--- src/rtl/if_pkg.sv ---
// Shared types for the instruction fetch front-end.
// Latency: n/a (types and constants only).
// Backpressure: n/a.
package if_pkg;

    // Struct field widths; the fetch unit's ADDR_WIDTH/INSTR_WIDTH must match these.
    localparam int IF_ADDR_W   = 64;
    localparam int IF_INSTR_W  = 32;
    localparam int INSTR_BYTES = 4;

    // Buffered instruction handed to decode.
    typedef struct packed {
        logic [IF_ADDR_W-1:0]  pc;
        logic [IF_INSTR_W-1:0] instr;
    } if_entry_t;

    // Outstanding memory request: its PC and the epoch it was issued in.
    typedef struct packed {
        logic [IF_ADDR_W-1:0] pc;
        logic                 epoch;
    } inflight_t;

endpackage

--- src/rtl/fetch_fifo.sv ---
// Generic synchronous FIFO of type T with flush and occupancy count.
// Latency: push visible at pop_data the cycle after the push edge; head read is combinational.
// Backpressure: none internally; the caller must not push when full or pop when empty.
module fetch_fifo #(
    parameter type T     = logic,
    parameter int  DEPTH = 4,
    localparam int AW    = $clog2(DEPTH),
    localparam int CW    = AW + 1
) (
    input  logic          clk,
    input  logic          reset,
    input  logic          flush,
    input  logic          push,
    input  T              push_data,
    input  logic          pop,
    output T              pop_data,
    output logic [CW-1:0] count
);

    T              mem [DEPTH];
    logic [AW-1:0] wr_ptr;
    logic [AW-1:0] rd_ptr;

    assign pop_data = mem[rd_ptr];

    // Pointer and count update; flush discards everything and beats a same-cycle push or pop.
    always_ff @(posedge clk) begin
        if (reset || flush) begin
            wr_ptr <= '0;
            rd_ptr <= '0;
            count  <= '0;
        end else begin
            if (push) wr_ptr <= wr_ptr + 1'b1;
            if (pop)  rd_ptr <= rd_ptr + 1'b1;
            case ({push, pop})
                2'b10:   count <= count + 1'b1;
                2'b01:   count <= count - 1'b1;
                default: count <= count;
            endcase
        end
    end

    // Storage write; contents need no reset because count gates validity.
    always_ff @(posedge clk) begin
        if (push && !flush && !reset) mem[wr_ptr] <= push_data;
    end

endmodule

--- src/rtl/if_fetch_unit.sv ---
// Instruction fetch front-end: issues imem requests at pc_reg, buffers in-order responses for decode.
// Latency: request combinational from pc_reg; response reaches id_* one cycle after capture.
// Backpressure: credits (inflight + buffered < FIFO_DEPTH) gate issue; stall holds the PC register.
// Optional: define IF_FETCH_PERF_EN to add saturating stall/dropped-response counters.
import if_pkg::*;

module if_fetch_unit #(
    parameter int                    ADDR_WIDTH  = IF_ADDR_W,
    parameter int                    INSTR_WIDTH = IF_INSTR_W,
    parameter int                    FIFO_DEPTH  = 4,
    parameter logic [ADDR_WIDTH-1:0] RESET_ADDR  = '0
) (
    input  logic                   clk,
    input  logic                   reset,
    input  logic [ADDR_WIDTH-1:0]  pc_reg,
    output logic [ADDR_WIDTH-1:0]  pc_next,
    output logic                   stall,
    input  logic                   redirect_valid,
    input  logic [ADDR_WIDTH-1:0]  redirect_pc,
    output logic                   imem_req_valid,
    input  logic                   imem_req_ready,
    output logic [ADDR_WIDTH-1:0]  imem_req_addr,
    input  logic                   imem_rsp_valid,
    input  logic [INSTR_WIDTH-1:0] imem_rsp_data,
    output logic                   id_valid,
    input  logic                   id_ready,
    output logic [INSTR_WIDTH-1:0] id_instr,
    output logic [ADDR_WIDTH-1:0]  id_pc
`ifdef IF_FETCH_PERF_EN
    ,
    output logic [31:0]            perf_stall_cycles,
    output logic [31:0]            perf_dropped_rsp
`endif
);

    localparam int CW = $clog2(FIFO_DEPTH) + 1;

    logic [CW-1:0] inflight_cnt;
    logic [CW-1:0] out_count;
    logic          epoch;
    logic          credit_ok;
    logic          req_fire;
    logic          rsp_take;
    logic          rsp_keep;
    logic          id_fire;
    inflight_t     inflight_push;
    inflight_t     inflight_head;
    if_entry_t     out_push;
    if_entry_t     out_head;

    // Registered counts only: a same-cycle decode pop does not free a credit.
    assign credit_ok      = ({1'b0, inflight_cnt} + {1'b0, out_count}) < (CW + 1)'(FIFO_DEPTH);
    assign imem_req_valid = !reset && !redirect_valid && credit_ok;
    assign imem_req_addr  = pc_reg;
    assign req_fire       = imem_req_valid && imem_req_ready;
    assign pc_next        = redirect_valid ? redirect_pc : pc_reg + ADDR_WIDTH'(INSTR_BYTES);
    assign stall          = !redirect_valid && !req_fire;

    // A response with nothing outstanding is a protocol error and is ignored.
    assign rsp_take = imem_rsp_valid && (inflight_cnt != '0);
    assign rsp_keep = rsp_take && (inflight_head.epoch == epoch);
    assign id_valid = (out_count != '0);
    assign id_fire  = id_valid && id_ready;
    assign id_instr = id_valid ? out_head.instr : '0;
    assign id_pc    = id_valid ? out_head.pc    : '0;

    assign inflight_push = '{pc: pc_reg, epoch: epoch};
    assign out_push      = '{pc: inflight_head.pc, instr: imem_rsp_data};

    // Each redirect starts a new epoch so older responses can be recognised and dropped.
    always_ff @(posedge clk) begin
        if (reset)               epoch <= 1'b0;
        else if (redirect_valid) epoch <= ~epoch;
    end

    // In-flight queue is never flushed; stale entries drain as their responses return.
    fetch_fifo #(.T(inflight_t), .DEPTH(FIFO_DEPTH)) u_inflight (
        .clk       (clk),
        .reset     (reset),
        .flush     (1'b0),
        .push      (req_fire),
        .push_data (inflight_push),
        .pop       (rsp_take),
        .pop_data  (inflight_head),
        .count     (inflight_cnt)
    );

    // Output buffer; a redirect flush wins over a same-cycle push and pop.
    fetch_fifo #(.T(if_entry_t), .DEPTH(FIFO_DEPTH)) u_out (
        .clk       (clk),
        .reset     (reset),
        .flush     (redirect_valid),
        .push      (rsp_keep),
        .push_data (out_push),
        .pop       (id_fire),
        .pop_data  (out_head),
        .count     (out_count)
    );

`ifdef IF_FETCH_PERF_EN
    // Saturating counters of stalled cycles and stale responses dropped.
    always_ff @(posedge clk) begin
        if (reset) begin
            perf_stall_cycles <= '0;
            perf_dropped_rsp  <= '0;
        end else begin
            if (stall && (perf_stall_cycles != '1))
                perf_stall_cycles <= perf_stall_cycles + 1'b1;
            if (rsp_take && (inflight_head.epoch != epoch) && (perf_dropped_rsp != '1))
                perf_dropped_rsp <= perf_dropped_rsp + 1'b1;
        end
    end
`endif

`ifndef SYNTHESIS
    logic rst_d;

    // Remember reset so the first post-reset PC can be checked against RESET_ADDR.
    always_ff @(posedge clk) begin
        rst_d <= reset;
    end

    // Protocol checks: no unsolicited responses, and the PC register must agree on its reset value.
    always_ff @(posedge clk) begin
        if (!reset && imem_rsp_valid)
            assert (inflight_cnt != '0) else $error("imem response with no request outstanding");
        if (!reset && rst_d)
            assert (pc_reg == RESET_ADDR) else $error("pc_reg differs from RESET_ADDR after reset");
    end
`endif

endmodule

--- config.mk ---
export PLATFORM = sky130hd
export DESIGN_NAME = if_fetch_unit
export DESIGN_NICKNAME = d
export VERILOG_FILES = /design/src/rtl/if_pkg.sv /design/src/rtl/fetch_fifo.sv /design/src/rtl/if_fetch_unit.sv
export SDC_FILE = /design/constraint.sdc
export NUM_CORES = 1
export LEC_CHECK = 0
export BUFFER_PORTS_ARGS = -buffer_cell sky130_fd_sc_hd__buf_2
export CORE_MARGIN = 5
export CORE_UTILIZATION = 50
export CTS_CLUSTER_DIAMETER = 120
export DETAILED_ROUTE_END_ITERATION = 10
export HOLD_SLACK_MARGIN = 0.08
export PLACE_DENSITY_LB_ADDON = 0.15
export SYNTH_ARGS = -nofsm -noshare
export SYNTH_HDL_FRONTEND = slang
export SYNTH_SLANG_ARGS = --single-unit
export TNS_END_PERCENT = 100
--- constraint.sdc ---
create_clock -name clk -period 10 [get_ports clk]
set_input_delay 0.5 -clock clk [delete_from_list [all_inputs] [get_ports clk]]
set_output_delay 0.5 -clock clk [all_outputs]
set_load 0.005 [all_outputs]
==> results.md, run 1 <==
- Routability Congestion: 0.921
- Final Cycle Share: 0.414
- CTS Buf Count: 68
- CTS tree: done
- Vias in the first global route: 15.6k
- FFs w/ async S/R, synth: 0
- Routed wl met3: 4.39 mm
- # hold bufs at CTS: 0
- CTS Sinks: 663
- Max Clock Skew: 0.0136 ns
- Syn Nets: 1,663
- P&R area growth vs syn: 15.7%
- Sequential-to-total area share from yosys stat: 0.720
- Top Layer Used: met5
- Unrepaired setup endpoints after global routing: no
- WL final: 66.7 mm
- Port Buffers: 392
- P per Cell Area: 194 nW/um^2
- Post-synth EDFFs: 644
- Post-CTS Setup Bufs: 0
- Critical path data arrival time: 3.64 ns
- Leakage: 10.7 nW
- Starting Density: 0.507
- # setup viols final: 0
- Gr ovfl total: 0
- Final nets: 2,007
- MaxCap Viol Count: 0
- Reg2Reg Depth: 6
- Critical path class: reg2out
- DR vias/cell: 5.80
- Core area: 54,000 um^2
- Filler Cell Count: 4,135
- CP startpoint kind: flop
- Post-Syn Instances: 1,482
- Detail Route Antenna Nets: 0
- Htree depth: 3
- DP HPWL: 42.0 mm
- DR WL met2: 33.6 mm
- Root Buffer: clkbuf_16
- Site row count: 85
- Slew Limit Headroom: 0.151
- Worst setup EP type: output port
- Distinct cells, synth: 47
- Avg Inst Size Synth: 18.5 um^2
- Pin count of the biggest net entering global routing: 99
- Fin Setup TNS: 0 ns
- Fmax: 0.242 GHz
- Min-Delay Path Class: in2reg
- First-pass GRT wire length: 99.7 mm
- Drt pass-1 iters: 7
- Hold Path Stages: 1
- Die width: 244 um
- Min Tclk post-route: 4.14 ns
- Die area: 59,600 um^2
- Final Hold Fails: 0
- DRC Markers: 0
- Share of cells above drive strength 1: 0.365
- Cell Area, Synth: 27,400 um^2
- Slowest stage delay, CP: 1.05 ns
- Ports: 393
- Die H: 244 um
- Initial antenna violation count: 4
- Req. time, crit path: 9.50 ns
- Clock tree buffer depth: 3
- Largest delay share family, worst path: buffers and inverters
- Skew-Pair Late Insertion Delay: 0.58 ns
- Gr usage total: 0.223
- Instance count on the critical path: 4
- Worst-Margin Slew: 1.27 ns
- Worst-path fanout max: 51
- Ys Warns: 0
- Post-Route M1 WL: 27.3 mm
- Worst vdd ir: 116 uV
- Critical path cell sequence: buf_4 -> mux4_2 -> and2_1 -> buf_2
- Clk slew on worst S/H paths: 0.06 ns
- Commonest register cell after synthesis: edfxtp_1
- Status: complete, no violations
- DR vias: 14.9k
- Register bit total from synthesis: 663
- Slew Viols, Final: 0
- Drt wl/cell: 25.9 um
- Cts repair resizes: 0
- Final hold slack: 0.141 ns
- CP max stage cell: dfxtp_4
- WP buf/inv: 2
- Drt initial violations: 1,090
synth_stat cells, types with 3 or more instances:
| cell | n | area share |
|---|---|---|
| edfxtp_1 | 644 | 0.71 |
| mux4_2 | 161 | 0.13 |
| and2_1 | 106 | 0.024 |
| nand2_1 | 71 | 0.0097 |
| buf_4 | 65 | 0.018 |
| clkbuf_1 | 44 | 0.0060 |
| nor2_1 | 44 | 0.0060 |
| o21ai_0 | 39 | 0.0071 |
| nand4_1 | 36 | 0.0082 |
| xor2_1 | 34 | 0.011 |
| xnor2_1 | 22 | 0.0070 |
| nand3_1 | 21 | 0.0038 |
| buf_2 | 19 | 0.0035 |
| dfxtp_1 | 19 | 0.014 |
| inv_1 | 19 | 0.0026 |
| ha_1 | 13 | 0.0059 |
| o21ai_1 | 13 | 0.0024 |
| nor3_1 | 11 | 0.0020 |
| or3_1 | 11 | 0.0025 |
| nor4_1 | 9 | 0.0021 |
| and3_1 | 8 | 0.0018 |
| a31oi_1 | 7 | 0.0016 |
| nor2b_1 | 7 | 0.0016 |
| nor4_2 | 7 | 0.0032 |
| a21oi_1 | 5 | 0.00091 |
| a221o_1 | 5 | 0.0018 |
| buf_1 | 5 | 0.00069 |
| mux2i_1 | 4 | 0.0015 |
| and4_1 | 3 | 0.00096 |
| mux2_2 | 3 | 0.0012 |
| or4_1 | 3 | 0.00082 |
placed cells by master, fill, tap and decap left out, types with 6 or more instances in the layout:
| cell | n |
|---|---|
| buf_4 | 16 |
| clkinv_2 | 6 |
| dfxtp_1 | 15 |
| o21ai_1 | 13 |
| nor3_1 | 11 |
| xnor2_1 | 22 |
| nand3_1 | 21 |
| inv_1 | 19 |
| nor2_1 | 44 |
| xor2_1 | 34 |
| clkinv_1 | 13 |
| clkbuf_1 | 22 |
| nor4_1 | 9 |
| and2_1 | 102 |
| nor4_2 | 7 |
| a31oi_1 | 7 |
| buf_2 | 391 |
| nor2b_1 | 7 |
| nand2_1 | 71 |
| clkbuf_16 | 71 |
| edfxtp_1 | 644 |
| mux4_2 | 161 |
| o21ai_0 | 39 |
| nand4_1 | 36 |
| ha_1 | 13 |
| or3_1 | 10 |
state kept, by name, indices dropped and copies added, names as in the netlist, named ones only:
register and count:
u_inflight.mem 260, u_out.mem 384, u_inflight.wr_ptr 2, u_inflight.rd_ptr 2, u_inflight.count 3, epoch 1, u_out.rd_ptr 2, u_out.wr_ptr 2
u_out.count 3
area by class of cell:
cell class	instances	area, um^2	share of cell area
Antenna cell	1	2.50	0.0000789
Clock buffer	94	1870	0.0591
Clock inverter	25	194	0.00612
Inverter	19	71.3	0.00225
Multi-Input combinational cell	667	6880	0.217
Sequential cell	663	19700	0.623
Tap cell	696	871	0.0275
Timing Repair Buffer	407	2080	0.0655
worst paths after layout:
kind | from | end | slack, ns
worst min-delay path | imem_rsp_data[0] | u_out.mem[3][0]$_DFFE_PP_ | 0.14
worst max-delay path | flop | id_pc[23] | 5.86
worst max register to register | flop | u_out.mem[1][55]$_DFFE_PP_ | 5.86
worst min register to register | u_inflight.count[2]$_SDFFE_PP0P_ | u_inflight.count[2]$_SDFFE_PP0P_ | 0.51
kinds of logic (layout without fill, tap and decap cells):
family                   after synthesis  count (layout)  synth area share
buffers and inverters                152             545            0.0306
adder cells (fa/ha/maj)               15              15           0.00740
flip-flops                           663             663             0.720
AND/OR/NAND/NOR                      350             350            0.0727
XOR/XNOR                              56              56            0.0179
other                                  0               1                 0
AO/OA/AOI/OAI                         78              78            0.0168
multiplexers                         168             168             0.135
report_power, final:
part / internal [mW] / switching (mW)
Sequential: 3.16 / 0.0599
Clock: 1.38 / 0.984
Combinational: 0.258 / 0.303
Total: 4.80 / 1.35
metal layers:
| metal | vias to the layer above | GRT usage |
|---|---|---|
| met2 | 623 | 0.382 |
| li1 | 6510 | - |
| met3 | 97 | 0.0382 |
| met4 | 2 | 0.0612 |
| met1 | 7685 | 0.301 |
| met5 | - | 0 |
metrics by stage:
step	area, um^2	utilization	worst slack, ns	power, mW	std cells
floorplan	27400	-	6.00	3.62	1482
global placement	29600	0.548	5.80	3.83	2452
detailed placement	29600	0.548	5.75	3.85	2452
CTS	31700	0.587	5.67	6.21	2571
global route	31700	0.587	5.51	6.38	2571
finish	31700	0.587	5.86	6.15	2572
Note: power is estimated with default switching activity, not from simulation.
==> run 2, diff against run 1 <==
Clock period 10 ns to 3.56 ns, I/O delays scaled along.
==> results.md, run 2 (synthesized netlist as in run 1, its figures left out) <==
- Status: complete, no violations
- Worst-path fanout max: 8 (-84%)
- Req. time, crit path: 3.38 ns (-6.12 ns)
- Max Clock Skew: 0.0327 ns (+0.0191 ns)
- Initial antenna violation count: 3 (-1)
- # setup viols final: 0 (unchanged)
- Starting Density: 0.507 (unchanged)
- Clock tree buffer depth: 3 (unchanged)
- Commonest non-fill, non-tap cells in the layout: 644 x edfxtp_1, 391 x buf_2, 161 x mux4_2
- Htree depth: 3 (unchanged)
- Final Hold Fails: 0 (unchanged)
- CTS Buf Count: 69 (+1.5%)
- Placed insts: 2,474 (+0.90%)
- Port Buffers: 392 (unchanged)
- M3 GR Usage: 0.0454 (+0.00721)
- Critical path class: in2out
- Final Non-Filler Cells: 2,693 (+4.7%)
- Die area: 59,600 um^2 (unchanged)
- First-pass GRT wire length: 101 mm (+1.7%)
- Worst-Margin Slew: 1.07 ns (-0.201 ns)
- Hold Crit Start: imem_req_ready
- Grt met2 use: 0.374 (-0.00758)
- Drt pass-1 iters: 6 (-1)
- DRC Markers: 0 (unchanged)
- Net switching power: 3.84 mW (+190%)
- CP startpoint kind: primary input
- Filler Cell Count: 3,944 (-4.6%)
- Critical path data arrival time: 3.07 ns (-0.57 ns)
- Gr ovfl total: 0 (unchanged)
- Min-Delay Path Class: in2reg
- Met1 GRT Util: 0.315 (+0.0142)
- Slew Viols, Final: 0 (unchanged)
- # hold bufs at CTS: 97 (+97)
- Reg2reg start: u_inflight.count[2]$_SDFFE_PP0P_
- Post-CTS Setup Bufs: 0 (unchanged)
- Share of cells above drive strength 1: 0.358 (-0.00762)
- Gr usage total: 0.228 (+0.00508)
- Min Tclk post-route: 3.24 ns
- Slew Limit Headroom: 0.285 (+0.134)
- Fmax: 0.308 GHz
- Combinational power share: 0.103 (+0.012)
- Reg power frac: 0.513 (-0.011)
- Fin Setup TNS: 0 ns (unchanged)
- Sw Share: 0.221 (+0.00197)
- Die width: 244 um (unchanged)
- Ports: 393 (unchanged)
- Site row count: 85 (unchanged)
- Multi-input logic area: 6880 um^2 (unchanged)
- Detail Route Antenna Nets: 0 (unchanged)
- GRT Max-Usage Layer: met2
- DR vias/cell: 5.70 (-1.7%)
- Die H: 244 um (unchanged)
- P&R area growth vs syn: 20.6%
- Vias in the first global route: 16.0k (+2.0%)
- MaxCap Viol Count: 0 (unchanged)
- DP HPWL: 43.3 mm (+3.0%)
- Drt initial violations: 1,175 (+7.8%)
- Pin count of the biggest net entering global routing: 67 (-32%)
- Routability Congestion: 0.873 (-5.1%)
- CTS Sinks: 663 (unchanged)
- Pint: 13.5 mW (+180%)
- Final core utilization: 0.611 (+0.0247)
- Final nets: 2,127 (+6.0%)
- Total power draw: 17.4 mW (+180%)
- Pre-CTS WS: 0.765 ns (-4.99 ns)
- Worst vdd ir: 367 uV (+220%)
- Root Buffer: clkbuf_16
- Clock power share: 0.383 (-0.002)
- Cts repair resizes: 0 (unchanged)
- P per Cell Area: 526 nW/um^2 (+170%)
- DR vias: 15.4k (+3.0%)
- Skew-Pair Late Insertion Delay: 0.60 ns (+0.02 ns)
- Worst setup EP type: output port
- Core area: 54,000 um^2 (unchanged)
- Worst Setup SP: pc_reg[3]
- Top flop regs: u_out.mem (384), u_inflight.mem (260)
- Clk slew on worst S/H paths: 0.06 ns (about the same)
- Final WS setup: 0.317 ns (-5.54 ns)
- Most common cell after layout, fill and taps aside: edfxtp_1
- WL final: 68.3 mm (+2.3%)
- Largest Register: u_out.mem
- Leakage: 11.3 nW (+5.3%)
- Drt wl/cell: 25.4 um (-2.3%)
- Register area: 19,700 um^2 (unchanged)
- CTS tree: done
- Final Cycle Share: 0.911
- Unrepaired setup endpoints after global routing: no
- Max reg flops: 384 (unchanged)
## run 2: changes by cell type in the layout (fill, tap and decap cells not counted), moves of 2 or more
cell | before | now
buf_12 | 0 | 14
buf_4 | 16 | 24
clkinv_1 | 13 | 7
clkinv_2 | 6 | 8
clkinv_8 | 0 | 2
clkinvlp_4 | 1 | 4
dlygate4sd3_1 | 0 | 97
## run 2: power by group through the flow
| stage | Clock [mW] | Combinational (mW) | Sequential, mW |
|---|---|---|---|
| final | 6.66 | 1.80 | 8.92 |
| after global placement | 0 | 1.70 | 9.08 |
| after global routing | 7.20 | 1.97 | 8.92 |
| after floorplan | 0 | 1.09 | 9.07 |
| after CTS | 6.84 | 1.83 | 8.92 |
| after detailed placement | 0 | 1.74 | 9.08 |
## run 2: layout make-up
| type | count | share of cell area |
|---|---|---|
| Timing Repair Buffer | 526 | 0.103 |
| Clock buffer | 95 | 0.0568 |
| Clock inverter | 26 | 0.00651 |
| Multi-Input combinational cell | 667 | 0.208 |
| Inverter | 19 | 0.00216 |
| Tap cell | 696 | 0.0264 |
| Sequential cell | 663 | 0.597 |
| Antenna cell | 1 | 0.0000757 |
## run 2: layer usage
layer / wire length, um / vias up
li1: - / 6760
met1: 28400 / 7877
met2: 33300 / 633
met3: 4870 / 88
met4: 1670 / 0
met5: 0 / -
## run 2: path summary, 6_finish.rpt
kind / end / slack, ns / depth (start not counted)
hold / removal: u_inflight.mem[3][16]$_DFFE_PP_ / 0.11 / 2
setup / recovery: pc_next[60] / 0.32 / 9
setup reg to reg: u_inflight.count[2]$_SDFFE_PP0P_ / 0.74 / 11
hold reg to reg: u_out.count[2]$_SDFFE_PP0P_ / 0.52 / 2
## run 2: critical path, stage by stage
cell,delay [ns]
dlygate4sd3_1,0.53
buf_2,0.21
ha_1,0.21
nand3_1,0.33
nor4_2,0.54
nand4_1,0.36
or4_1,0.49
nand3_1,0.08
buf_2,0.12
## run 2: metrics by stage
stage	hold slack, ns	cell area [um^2]
final	0.110	33000
after global placement	0.391	30000
after detailed placement	0.396	30000
after global routing	0.0931	33000
after floorplan	0.277	27400
after CTS	0.0854	33000
